<file path="src/rtl/ascii_pkg.sv">
// Shared constants and types for the ASCII decimal-to-binary converter.
// The '-' class is produced only when ASCII_DEC_SIGN_EN is defined.
package ascii_pkg;

  localparam logic [7:0] ASCII_0     = 8'h30;
  localparam logic [7:0] ASCII_9     = 8'h39;
  localparam logic [7:0] ASCII_CR    = 8'h0D;
  localparam logic [7:0] ASCII_LF    = 8'h0A;
  localparam logic [7:0] ASCII_MINUS = 8'h2D;

  typedef enum logic [1:0] {
    ST_IDLE  = 2'd0,
    ST_ACCUM = 2'd1,
    ST_FLUSH = 2'd2
  } state_e;

  typedef enum logic [1:0] {
    CLS_DIGIT = 2'd0,
    CLS_TERM  = 2'd1,
    CLS_MINUS = 2'd2,
    CLS_OTHER = 2'd3
  } byte_class_e;

endpackage

</file>
<file path="src/rtl/ascii_dec2bin_if.sv">
// Byte-stream input and converted-value output bundle for ascii_dec2bin.
interface ascii_dec2bin_if #(
  parameter int OUT_W = 8
);
  logic [7:0]       in;
  logic             w_RX_dv;
  logic [OUT_W-1:0] out;
  logic             out_valid;
  logic             err;
  logic             busy;

  modport master (
    output in, w_RX_dv,
    input  out, out_valid, err, busy
  );

  modport slave (
    input  in, w_RX_dv,
    output out, out_valid, err, busy
  );
endinterface

</file>
<file path="src/rtl/ascii_char_class.sv">
// Combinational byte classifier: digit / terminator / minus / other, plus digit value.
// With ASCII_DEC_SIGN_EN undefined, '-' falls into the "other" class.
module ascii_char_class
  import ascii_pkg::*;
(
  input  logic [7:0]  ch,
  output byte_class_e cls,
  output logic [3:0]  digit
);

  always_comb begin
    digit = ch[3:0];
    if (ch >= ASCII_0 && ch <= ASCII_9)
      cls = CLS_DIGIT;
    else if (ch == ASCII_CR || ch == ASCII_LF)
      cls = CLS_TERM;
`ifdef ASCII_DEC_SIGN_EN
    else if (ch == ASCII_MINUS)
      cls = CLS_MINUS;
`endif
    else
      cls = CLS_OTHER;
  end

endmodule

</file>
<file path="src/rtl/ascii_dec2bin.sv">
// ASCII decimal field to binary converter; fields end on CR/LF or after MAX_DIGITS digits.
// Define ASCII_DEC_SIGN_EN for a leading '-' and two's-complement output.
module ascii_dec2bin
  import ascii_pkg::*;
#(
  parameter int MAX_DIGITS = 3,
  parameter int OUT_W      = 8
) (
  input  logic           clk,
  input  logic           rst,
  ascii_dec2bin_if.slave bus
);

  localparam int ACC_W = OUT_W + 4;
  localparam int CNT_W = $clog2(MAX_DIGITS + 1);
  localparam logic [CNT_W-1:0] CNT_MAX = CNT_W'(MAX_DIGITS);

  localparam logic [1:0] IDLE  = ST_IDLE;
  localparam logic [1:0] ACCUM = ST_ACCUM;
  localparam logic [1:0] FLUSH = ST_FLUSH;

`ifdef ASCII_DEC_SIGN_EN
  localparam logic [ACC_W-1:0] LIM_POS = {5'b0, {(OUT_W-1){1'b1}}};
  localparam logic [ACC_W-1:0] LIM_NEG = {4'b0, 1'b1, {(OUT_W-1){1'b0}}};
`else
  localparam logic [ACC_W-1:0] LIM_POS = {4'b0, {OUT_W{1'b1}}};
  localparam logic [ACC_W-1:0] LIM_NEG = LIM_POS;
`endif

  logic [1:0]       state;
  logic [ACC_W-1:0] acc;
  logic [CNT_W-1:0] cnt;
  logic             neg;
  logic [OUT_W-1:0] out_q;
  logic             out_valid_q;
  logic             err_q;

  byte_class_e      cls;
  logic [3:0]       digit;
  logic [ACC_W-1:0] acc_mul;
  logic [ACC_W-1:0] limit;
  logic [CNT_W-1:0] cnt_inc;
  logic             ovf;
  logic             is_last;
  logic [OUT_W-1:0] res_mul;
  logic [OUT_W-1:0] res_acc;

  ascii_char_class u_class (
    .ch    (bus.in),
    .cls   (cls),
    .digit (digit)
  );

  // acc*10 + digit; acc never exceeds 2^OUT_W-1 so ACC_W bits cannot wrap
  assign acc_mul = (acc << 3) + (acc << 1) + {{(ACC_W-4){1'b0}}, digit};
  assign limit   = neg ? LIM_NEG : LIM_POS;
  assign ovf     = acc_mul > limit;
  assign cnt_inc = cnt + 1'b1;
  assign is_last = (cnt_inc == CNT_MAX);
  assign res_mul = neg ? (OUT_W'(0) - acc_mul[OUT_W-1:0]) : acc_mul[OUT_W-1:0];
  assign res_acc = neg ? (OUT_W'(0) - acc[OUT_W-1:0]) : acc[OUT_W-1:0];

  always_ff @(posedge clk or posedge rst) begin
    if (rst) begin
      state       <= IDLE;
      acc         <= '0;
      cnt         <= '0;
      neg         <= 1'b0;
      out_q       <= '0;
      out_valid_q <= 1'b0;
      err_q       <= 1'b0;
    end else begin
      out_valid_q <= 1'b0;
      err_q       <= 1'b0;
      if (bus.w_RX_dv) begin
        case (state)
          IDLE, ACCUM: begin
            case (cls)
              CLS_DIGIT: begin
                if (ovf) begin
                  // an overflow on the final digit still ends the field, so no flush
                  err_q <= 1'b1;
                  acc   <= '0;
                  cnt   <= '0;
                  neg   <= 1'b0;
                  state <= is_last ? IDLE : FLUSH;
                end else if (is_last) begin
                  out_q       <= res_mul;
                  out_valid_q <= 1'b1;
                  acc         <= '0;
                  cnt         <= '0;
                  neg         <= 1'b0;
                  state       <= IDLE;
                end else begin
                  acc   <= acc_mul;
                  cnt   <= cnt_inc;
                  state <= ACCUM;
                end
              end
              CLS_TERM: begin
                if (state == ACCUM) begin
                  if (cnt == '0) begin
                    err_q <= 1'b1;
                  end else begin
                    out_q       <= res_acc;
                    out_valid_q <= 1'b1;
                  end
                  acc   <= '0;
                  cnt   <= '0;
                  neg   <= 1'b0;
                  state <= IDLE;
                end
              end
              CLS_MINUS: begin
                if (state == IDLE) begin
                  neg   <= 1'b1;
                  state <= ACCUM;
                end else begin
                  err_q <= 1'b1;
                  acc   <= '0;
                  cnt   <= '0;
                  neg   <= 1'b0;
                  state <= FLUSH;
                end
              end
              default: begin
                err_q <= 1'b1;
                acc   <= '0;
                cnt   <= '0;
                neg   <= 1'b0;
                state <= FLUSH;
              end
            endcase
          end
          FLUSH: begin
            if (cls == CLS_TERM)
              state <= IDLE;
          end
          default: state <= IDLE;
        endcase
      end
    end
  end

  assign bus.out       = out_q;
  assign bus.out_valid = out_valid_q;
  assign bus.err       = err_q;
  assign bus.busy      = (state != IDLE);

endmodule

</file>
<file path="src/flat_wrapper.sv">
// flat-port wrapper written by rule: the top's interface ports become plain ports
module ascii_dec2bin_flat import ascii_pkg::*;
#(
  parameter int MAX_DIGITS = 3,
  parameter int OUT_W      = 8
)
  (clk, rst, bus_in, bus_w_RX_dv, bus_out, bus_out_valid, bus_err, bus_busy);
  ascii_dec2bin_if #(.OUT_W(OUT_W)) bus_i ();
  input  logic clk;
  input  logic rst;
  input wire logic [$bits(bus_i.in)-1:0] bus_in;
  input wire logic [$bits(bus_i.w_RX_dv)-1:0] bus_w_RX_dv;
  output wire logic [$bits(bus_i.out)-1:0] bus_out;
  output wire logic [$bits(bus_i.out_valid)-1:0] bus_out_valid;
  output wire logic [$bits(bus_i.err)-1:0] bus_err;
  output wire logic [$bits(bus_i.busy)-1:0] bus_busy;
  assign bus_i.in = bus_in;
  assign bus_i.w_RX_dv = bus_w_RX_dv;
  assign bus_out = bus_i.out;
  assign bus_out_valid = bus_i.out_valid;
  assign bus_err = bus_i.err;
  assign bus_busy = bus_i.busy;
  ascii_dec2bin #(.MAX_DIGITS(MAX_DIGITS), .OUT_W(OUT_W)) u_core (.clk(clk), .rst(rst), .bus(bus_i));
endmodule
</file>
<file path="config.mk">
export PLATFORM = sky130hd
export DESIGN_NAME = ascii_dec2bin_flat
export DESIGN_NICKNAME = d
export VERILOG_FILES = /design/src/rtl/ascii_pkg.sv /design/src/rtl/ascii_dec2bin_if.sv /design/src/rtl/ascii_char_class.sv /design/src/rtl/ascii_dec2bin.sv /design/src/flat_wrapper.sv
export SDC_FILE = /design/constraint.sdc
export NUM_CORES = 1
export LEC_CHECK = 0
export BUFFER_PORTS_ARGS = -buffer_cell sky130_fd_sc_hd__buf_2
export CELL_PAD_IN_SITES_DETAIL_PLACEMENT = 1
export CELL_PAD_IN_SITES_GLOBAL_PLACEMENT = 1
export CORE_MARGIN = 3
export CORE_UTILIZATION = 41
export CTS_CLUSTER_DIAMETER = 100
export DETAILED_ROUTE_END_ITERATION = 6
export PLACE_DENSITY_LB_ADDON = 0.15
export SETUP_SLACK_MARGIN = 0.4
export SLEW_MARGIN = 10
export SYNTH_ARGS = -nofsm -noshare
export SYNTH_HDL_FRONTEND = slang
export SYNTH_SLANG_ARGS = --single-unit
</file>
<file path="constraint.sdc">
create_clock -name clk -period 2.88 [get_ports clk]
set_input_delay 0.288 -clock clk [delete_from_list [all_inputs] [get_ports clk]]
set_output_delay 0.288 -clock clk [all_outputs]
set_load 0.05 [all_outputs]
</file>
==> flow_summary.yaml, run 1 <==
timing:
  finalWorstSetupSlack_ns: -0.09281
  rsz0062_at_grt: "yes"
  finalCriticalPeriod_ns: 2.973
  worstMarginPinSlew_ns: 1.025
  hold_violations: 0
  slew_headroom: 0.3160
  post-route-period-util: 1.032
  setup_viol: 18
  slew_violations: 0
  fin_skew_ns: 0.001539
  fmax_mhz: 336.4
power:
  p_per_area_nw_per_um2: 386.6
  pwr-share-comb: 0.357
  p_seq_frac: 0.360
  max-vdd-ir-drop_mv: 0.2863
  switching_share: 0.3234
  switchingPower_uw: 355.3
  internal_power_uw: 743.3
  p_leak_uw: 0.001439
  p_clk_frac: 0.283
yosys:
  ys_seq_elements: 26
  ys_types: 45
  synth_area_sq_um: 2039
  syn_nets: 245
  ys_seq_area_frac: 0.3190
  synth_edf_count: 0
  syn_area_per_cell_sq_um: 9.620
  synth_cells: 212
  synthFlopType: "dfrtp_1"
  synthArstFlopShare: 1.000
  yosysWarnings: 0
clocking:
  cts.path.max_buffers: 2
  cts.sinks: 26
  clockRootBuffer: "clkbuf_8"
  htreeDepth: 1
  numCtsBuffers: 3
  cts_tree: "built"
  insertion_delay_ns: 0.28
  path_clk_slew_ns: 0.09
global_routing:
  overflow: 0
  antenna_found_initial: 0
  grt_pass1_wl_mm: 9.549
  grt_pass1_vias: 1978
  track_usage: 0.2025
  grt_max_degree: 27
floorplanning:
  dieArea_sq_um: 5857
  row_count: 25
  die_w_um: 76.53
  die_y_um: 76.53
  core_sq_um: 4755
  pin_count: 22
  start_util: 0.4289
place:
  port_buffers: 21
  gp_congestion: 0.7841
  place_hpwl_mm: 4.138
  dpl_worst_slack_ns: -0.2178
outcome:
  status: "finished, violations left"
  failed_checks: "negative setup slack"
routing:
  drtIter0Drc: 40
  via_per_inst: 5.336
  dr.pass1.iters: 4
  ant_nets: 0
  drc: 0
  vias: 1809
  wl_per_cell_um: 17.48
  routed_wl_mm: 5.926
worst_setup_path:
  path_class: "reg -> reg"
  r2r_start: "u_core.acc[2]"
  critPathLaunchType: "register"
  crit_path_end_kind: "register"
  crit_path_start: "u_core.acc[2]"
  critPathMaxFanout: 4
  arrival_ns: 3.20
  worstPathRequired_ns: 3.10
layout:
  drive_gt1_frac: 0.4191
  final_util: 0.5976
  fill_cells: 531
  seq_area_sq_um: 650.6
  multiInputGateArea_sq_um: 1562
  final_nets: 306
  n_antenna_cell: 0
  syn_to_final_growth_pct: 39.33
hold_path:
  hp-class: "in -> async"
run:
  maxCapViolations: 0
==> sequential cells by signal, indices dropped and copies added (netlist names) <==
register / cells
u_core.neg: 1
u_core.state: 2
u_core.cnt: 2
u_core.bus.out: 8
u_core.bus.out_valid: 1
u_core.bus.err: 1
u_core.acc: 11
==> cell usage in the layout, fill, tap and decap left out, drive strengths merged, types with 2 or more instances in the layout <==
| cell | netlist | layout |
|---|---|---|
| xor2 | 8 | 8 |
| and2 | 3 | 3 |
| mux2 | 8 | 8 |
| a211oi | 3 | 3 |
| nor3 | 2 | 2 |
| buf | 0 | 59 |
| xnor2 | 14 | 14 |
| o21ai | 13 | 13 |
| nand2 | 17 | 17 |
| a22o | 8 | 8 |
| or2 | 3 | 3 |
| fa | 2 | 2 |
| nand4 | 3 | 3 |
| nand3 | 5 | 5 |
| ha | 20 | 20 |
| mux2i | 2 | 2 |
| o31ai | 5 | 5 |
| dfrtp | 26 | 26 |
| inv | 17 | 17 |
| nand2b | 4 | 4 |
| nor2 | 15 | 15 |
| o22ai | 2 | 2 |
| clkbuf | 3 | 3 |
| a21oi | 9 | 9 |
| nor2b | 5 | 5 |
| a21o | 2 | 2 |
| nor4 | 2 | 2 |
==> Yosys cell counts (all sizes together), types with 3 or more instances <==
cell type  instances  area [sq um]
dfrtp             26         650.6
ha                20         250.2
inv               17         63.81
nand2             17         66.32
nor2              15         56.30
xnor2             14         122.6
o21ai             13         65.06
a21oi              9         60.06
a22o               8         70.07
mux2               8         90.09
xor2               8         70.07
nand3              5         25.02
nor2b              5         31.28
o31ai              5         37.54
nand2b             4         25.02
a211oi             3         27.52
and2               3         18.77
clkbuf             3         11.26
nand4              3         25.02
or2                3         18.77
==> area by class of cell <==
class / count / area share
Tap cell: 67 / 0.02950
Sequential cell: 26 / 0.2290
Multi-Input combinational cell: 166 / 0.5495
Inverter: 17 / 0.02246
Timing Repair Buffer: 59 / 0.1444
Clock inverter: 1 / 0.01057
Clock buffer: 3 / 0.01453
==> what timing repair did <==
| action | 4_1_cts | 5_1_grt |
|---|---|---|
| hold buffers | 0 | 0 |
| endpoints found under the setup margin | 23 | 23 |
| gates resized for setup | 29 | 15 |
| pin swaps | 12 | 7 |
| buffers inserted | 5 | 3 |
| cloned | 1 | 0 |
==> power by group through the flow <==
| stage | clock network [uW] | logic, uW | registers (uW) |
|---|---|---|---|
| floorplan | 0 | 216 | 408 |
| global placement | 0 | 333 | 402 |
| detailed placement | 0 | 341 | 402 |
| CTS | 318 | 371 | 396 |
| global route | 335 | 435 | 398 |
| finish | 310 | 392 | 396 |
==> final timing paths <==
kind	end	slack, ns	cells past startpoint
setup reg to reg	u_core.acc[5]	-0.09	12
max in group asynchronous	u_core.acc[0]	2.02	2
setup / recovery	u_core.acc[5]	-0.09	12
hold / removal	u_core.cnt[0]	0.24	2
hold reg to reg	u_core.acc[9]	0.51	1
min in group clk	u_core.acc[0]	0.31	2
==> worst max-delay path: stages, from the launching register on <==
cell	delay (ns)
dfrtp_1	0.40
inv_2	0.07
fa_1	0.46
fa_2	0.38
nand2b_4	0.18
a211oi_4	0.24
a211oi_2	0.09
xnor2_2	0.15
buf_4	0.15
nor4_4	0.16
nor4b_4	0.31
buf_4	0.21
a22o_1	0.12
==> layer usage <==
metal	global-route usage	wire (um)	vias up
li1	-	-	870
met1	0.2409	2510	902
met2	0.3814	3186	25
met3	0.03191	117	12
met4	0.04167	111	0
met5	0	0	-
==> stage by stage <==
| step | area [sq um] | hold slack (ns) | TNS, ns | std cells | power, uW |
|---|---|---|---|---|---|
| 2_1_floorplan | 2082 | 0.3280 | -0.7895 | 212 | 624.4 |
| 3_3_place_gp | 2477 | 0.4779 | -3.166 | 326 | 735.1 |
| 3_5_place_dp | 2477 | 0.4831 | -3.687 | 326 | 743.2 |
| 4_1_cts | 2743 | 0.2642 | -0.7863 | 336 | 1085 |
| 5_1_grt | 2841 | 0.3064 | -3.122 | 339 | 1168 |
| 6_report | 2841 | 0.2402 | -0.9515 | 339 | 1099 |
==> logic make-up after synthesis <==
kind of cell	count (synthesis)	synth area share
DFF	26	0.3190
AOI/OAI and AO/OA	47	0.1650
buffers and inverters	20	0.03681
adders and majority gates	22	0.1423
muxes	11	0.06503
and+or+nand+nor	64	0.1773
xor gates and xnor gates	22	0.09448
(Power assumes the default switching activity.)
==> inputs of run 2 (changes only) <==
- CELL_PAD_IN_SITES_GLOBAL_PLACEMENT: 1 -> 2
- CORE_UTILIZATION: 41 -> 34
==> run 2 against run 1 <==
Compared with the run above: the flow still finishes with violations (negative setup slack); largest cell class unchanged; setup slack lost 0.052 ns; worst hold slack improved by 0.0036 ns; global-route usage is 3.4 points lower; combinational power rose by 12%; sequential share of layout area shrank 0.29 points; register-to-register slack got worse by 0.05 ns; clock power is 24% lower; fmax fell by 1.7%; critical path type unchanged; power down 2.6%; count of clock-buffer cells in the layout rose by 1.
==> flow_summary.yaml, run 2 (synthesized netlist as in run 1, its figures left out) <==
outcome:
  status: "finished, violations left"
  failed_checks: "negative setup slack"
routing:
  ant_nets: 0
  dr.pass1.iters: 4
  drtIter0Drc: 47
  routed_wl_mm: 5.661
  vias: 1773
  wl_per_cell_um: 16.27
  via_per_inst: 5.095
  drc: 0
timing:
  post-route-period-util: 1.050
  fmax_mhz: 330.6
  slew_violations: 0
  rsz0062_at_grt: "yes"
  hold_violations: 0
  setup_viol: 18
  worstMarginPinSlew_ns: 1.015
  fin_skew_ns: 0.004014
  finalCriticalPeriod_ns: 3.024
  finalWorstSetupSlack_ns: -0.1444
  slew_headroom: 0.3226
run:
  maxCapViolations: 0
clocking:
  cts_tree: "built"
  insertion_delay_ns: 0.27
  cts_hold_buf: 0
  path_clk_slew_ns: 0.09
  numCtsBuffers: 3
  cts.path.max_buffers: 2
  cts.sinks: 26
  htreeDepth: 1
  clockRootBuffer: "clkbuf_8"
global_routing:
  antenna_found_initial: 0
  grt_max_degree: 27
  overflow: 0
  grt_pass1_wl_mm: 9.528
  grt_pass1_vias: 1971
  track_usage: 0.1687
power:
  max-vdd-ir-drop_mv: 0.1661
  p_per_area_nw_per_um2: 371.9
  p_leak_uw: 0.001447
  finalPower_uw: 1070
hold_path:
  hp-class: "in -> async"
layout:
  top_register: "u_core.acc"
  final_nets: 310
  final_cell_mix: "buf_4, dfrtp_1, buf_2"
  drive_gt1_frac: 0.4529
  layoutNonFillerInstCount: 348
  largest_register_ffs: 11
  final_common_cell: "buf_4"
  syn_to_final_growth_pct: 41.10
  n_antenna_cell: 0
place:
  post-place-cells: 336
  gp_congestion: 0.7501
  place_hpwl_mm: 4.475
  port_buffers: 21
floorplanning:
  row_count: 27
  core_sq_um: 5642
  die_y_um: 83.45
  dieArea_sq_um: 6964
  pin_count: 22
  start_util: 0.3615
  die_w_um: 83.45
worst_setup_path:
  critPathLaunchType: "register"
  slowest_stage: "fa_2"
  critPathMaxFanout: 4
  cp_cell_sequence: "inv_2 -> fa_2 -> fa_2 -> nand2b_4 -> a211oi_2 -> buf_4 -> a211oi_4 -> xnor2_2 -> buf_4 -> nor4_4 -> nor4b_4 -> buf_4 -> a22o_1"
  crit_path_end_kind: "register"
  crit_top_cell: "buf_4"
  arrival_ns: 3.23
  worstPathRequired_ns: 3.09
  critPathMaxStageDelay_ns: 0.47
  path_class: "reg -> reg"
==> run 2: cell types whose count changed in the layout (fill, tap and decap cells not counted), sizes merged <==
cell,change
buf,+4
clkbuf,+1
bufinv,-1
==> run 2: power by group <==
| part | leakage (uW) | internal [uW] | total [uW] | switching [uW] |
|---|---|---|---|---|
| sequential | 0.000358 | 381 | 397 | 16.0 |
| clock | 0.0000288 | 122 | 235 | 113 |
| combinational | 0.00106 | 205 | 438 | 233 |
| total | 0.00145 | 708 | 1070 | 362 |
==> run 2: what timing repair did <==
action / 4_1_cts / 5_1_grt
pin swaps: 13 / 12
endpoints found under the setup margin: 23 / 23
cloned: 1 / 0
gates resized for setup: 25 / 20
buffers inserted: 3 / 4
==> run 2: metal layers <==
layer / wire length, um / GRT usage
met4: 21 / 0.03070
met5: 0 / 0
met3: 107 / 0.01876
met2: 2991 / 0.3127
met1: 2541 / 0.2121
==> run 2: through the flow <==
| step | worst slack, ns | util | hold slack, ns | setup TNS [ns] | area [sq um] |
|---|---|---|---|---|---|
| 4_1_cts | -0.1612 | 0.4881 | 0.2909 | -2.047 | 2754 |
| 3_3_place_gp | -0.2265 | 0.4491 | 0.4826 | -4.123 | 2534 |
| 2_1_floorplan | -0.09244 | - | 0.3280 | -0.7895 | 2082 |
| 6_report | -0.1444 | 0.5101 | 0.2438 | -1.443 | 2878 |
| 3_5_place_dp | -0.2528 | 0.4491 | 0.4917 | -4.647 | 2534 |
| 5_1_grt | -0.2682 | 0.5101 | 0.3026 | -3.427 | 2878 |
==> run 2: worst paths after layout <==
kind                                    from                   end  slack [ns]  cells after the start
max                            u_core.acc[2]         u_core.acc[0]       -0.14                     13
max reg2reg                    u_core.acc[2]         u_core.acc[0]       -0.14                     13
max in group asynchronous                rst  u_core.bus.out_valid        2.01                      2
min in group clk                 bus_w_RX_dv        u_core.bus.err        0.31                      3
min                                      rst     u_core.bus.out[2]        0.24                      2
min reg2reg                u_core.bus.out[1]     u_core.bus.out[1]        0.51                      1
==> run 2: worst max-delay path: cells and delay by family (launching register included) <==
family	cells	cell delay, ns
buffers and inverters	4	0.59
XOR/XNOR	1	0.15
flip-flops	1	0.41
AND/OR/NAND/NOR	3	0.62
adder cells (fa/ha/maj)	2	0.83
AO/OA/AOI/OAI	3	0.36
==> run 2: area by class of cell <==
| cell class | instances | area [sq um] |
|---|---|---|
| Sequential cell | 26 | 650.6 |
| Fill cell | 632 | 2764 |
| Timing Repair Buffer | 63 | 444.2 |
| Tap cell | 72 | 90.09 |
| Clock buffer | 4 | 55.05 |
| Inverter | 17 | 63.81 |
| Multi-Input combinational cell | 166 | 1574 |
==> inputs of run 3 (changes only) <==
- CORE_ASPECT_RATIO: default -> 2
==> run 3 against run 2 <==
Compared with the run above: the run still ends with negative setup slack left; sequential share of layout area grew 0.91 points; combinational power down 14%; count of clock-buffer cells in the layout is 1 lower; worst hold slack better by 0.023 ns; die area is 0.81% higher; setup slack gained 0.030 ns; register-to-register slack improved by 0.03 ns; sequential cell count stayed put; cell count fell by 5.2%; largest cell class unchanged.
==> flow_summary.yaml, run 3 (synthesized netlist as in run 1, its figures left out) <==
timing:
  rsz0062_at_grt: "yes"
  setup_viol: 18
  fin_skew_ns: 0.004171
  post-route-period-util: 1.040
  hold-worst-slack_ns: 0.2666
  worstMarginPinSlew_ns: 1.055
  finalCriticalPeriod_ns: 2.995
  hold_violations: 0
  slew_violations: 0
  finalWorstSetupSlack_ns: -0.1147
  finalSetupTns_ns: -1.032
  fmax_mhz: 333.9
  slew_headroom: 0.2956
layout:
  final_nets: 303
  fin_area_sq_um: 2766
  drive_gt1_frac: 0.4015
  syn_to_final_growth_pct: 35.64
  n_antenna_cell: 0
  largest_register_ffs: 11
  final_common_cell: "buf_4"
  top_register: "u_core.acc"
  final_cell_mix: "buf_4, dfrtp_1, buf_2"
floorplanning:
  die_w_um: 60.77
  start_util: 0.3542
  dieArea_sq_um: 7020
  row_count: 39
  die_y_um: 115.5
  core_sq_um: 5758
  pin_count: 22
routing:
  ant_nets: 0
  vias: 1780
  wl_per_cell_um: 17.66
  via_per_inst: 5.394
  drtIter0Drc: 57
  dr.pass1.iters: 4
  routed_wl_mm: 5.827
  drc: 0
clocking:
  numCtsBuffers: 3
  insertion_delay_ns: 0.27
  cts_hold_buf: 0
  cts.sinks: 26
  cts_tree: "built"
  clockRootBuffer: "clkbuf_16"
  path_clk_slew_ns: 0.07
  cts.path.max_buffers: 2
  htreeDepth: 1
hold_path:
  hp-class: "in -> async"
place:
  placed_area_sq_um: 2455
  place_hpwl_mm: 4.432
  port_buffers: 21
  gp_congestion: 0.7210
worst_setup_path:
  r2r_start: "u_core.acc[2]"
  arrival_ns: 3.20
  crit_path_start: "u_core.acc[2]"
  crit_path_end_kind: "register"
  path_class: "reg -> reg"
  critPathMaxFanout: 4
  critPathLaunchType: "register"
  worstPathRequired_ns: 3.09
global_routing:
  grt_pass1_wl_mm: 9.356
  grt_max_degree: 27
  track_usage: 0.1808
  antenna_found_initial: 0
  grt_pass1_vias: 1868
  overflow: 0
power:
  max-vdd-ir-drop_mv: 0.3637
  p_leak_uw: 0.001433
  p_per_area_nw_per_um2: 432.0
outcome:
  status: "finished, violations left"
  failed_checks: "negative setup slack"
run:
  maxCapViolations: 0
## run 3: area by class of cell
class                           instances  area (sq um)
Timing Repair Buffer                   56         395.4
Multi-Input combinational cell        166          1475
Sequential cell                        26         650.6
Fill cell                             673          2992
Clock inverter                          1         30.03
Clock buffer                            3         75.07
Inverter                               17         63.81
Tap cell                               61         76.32
## run 3: timing repair
action / CTS / global route
setup endpoints to repair: 23 / 23
pin swaps: 5 / 7
buffers inserted: 5 / 2
resized for setup: 19 / 11
hold endpoints to repair: 0 / 0
cloned: 0 / 1
## run 3: metal layers
layer / wire, um / up-vias / GRT usage
li1: - / 865 / -
met1: 2144 / 898 / 0.2069
met2: 3529 / 13 / 0.3381
met3: 98 / 4 / 0.02453
met4: 55 / 0 / 0.04342
met5: 0 / - / 0
## run 3: where the power goes
part           leakage [uW]  switching [uW]  internal (uW)
combinational       0.00102             212            165
sequential         0.000358            13.8            381
clock             0.0000511             146            277
total               0.00143             371            824
## run 3: worst paths after layout
path | endpoint | cells after the start | slack (ns)
max | u_core.acc[7] | 12 | -0.11
min | u_core.bus.err | 2 | 0.27
max reg2reg | u_core.acc[7] | 12 | -0.11
min reg2reg | u_core.acc[9] | 1 | 0.50
max in group asynchronous | u_core.acc[8] | 2 | 1.97
min in group clk | u_core.bus.err | 3 | 0.32
## run 3: stage by stage
stage | total power (uW) | worst slack, ns | utilization | instances
final | 1195 | -0.1147 | 0.4804 | 330
after global routing | 1264 | -0.2149 | 0.4804 | 330
after CTS | 1187 | -0.1276 | 0.4668 | 327
after detailed placement | 748.5 | -0.2807 | 0.4263 | 318
after global placement | 742.7 | -0.2345 | 0.4263 | 318
after floorplan | 624.4 | -0.09244 | - | 212
## run 3: critical path: stages, from the launching register on
cell,delay [ns]
dfrtp_1,0.36
inv_2,0.05
fa_1,0.56
inv_2,0.06
ha_4,0.22
a21oi_4,0.18
o22ai_4,0.11
o311ai_4,0.28
xnor2_2,0.15
nor4_4,0.31
nor4b_4,0.34
buf_4,0.20
a22o_1,0.12
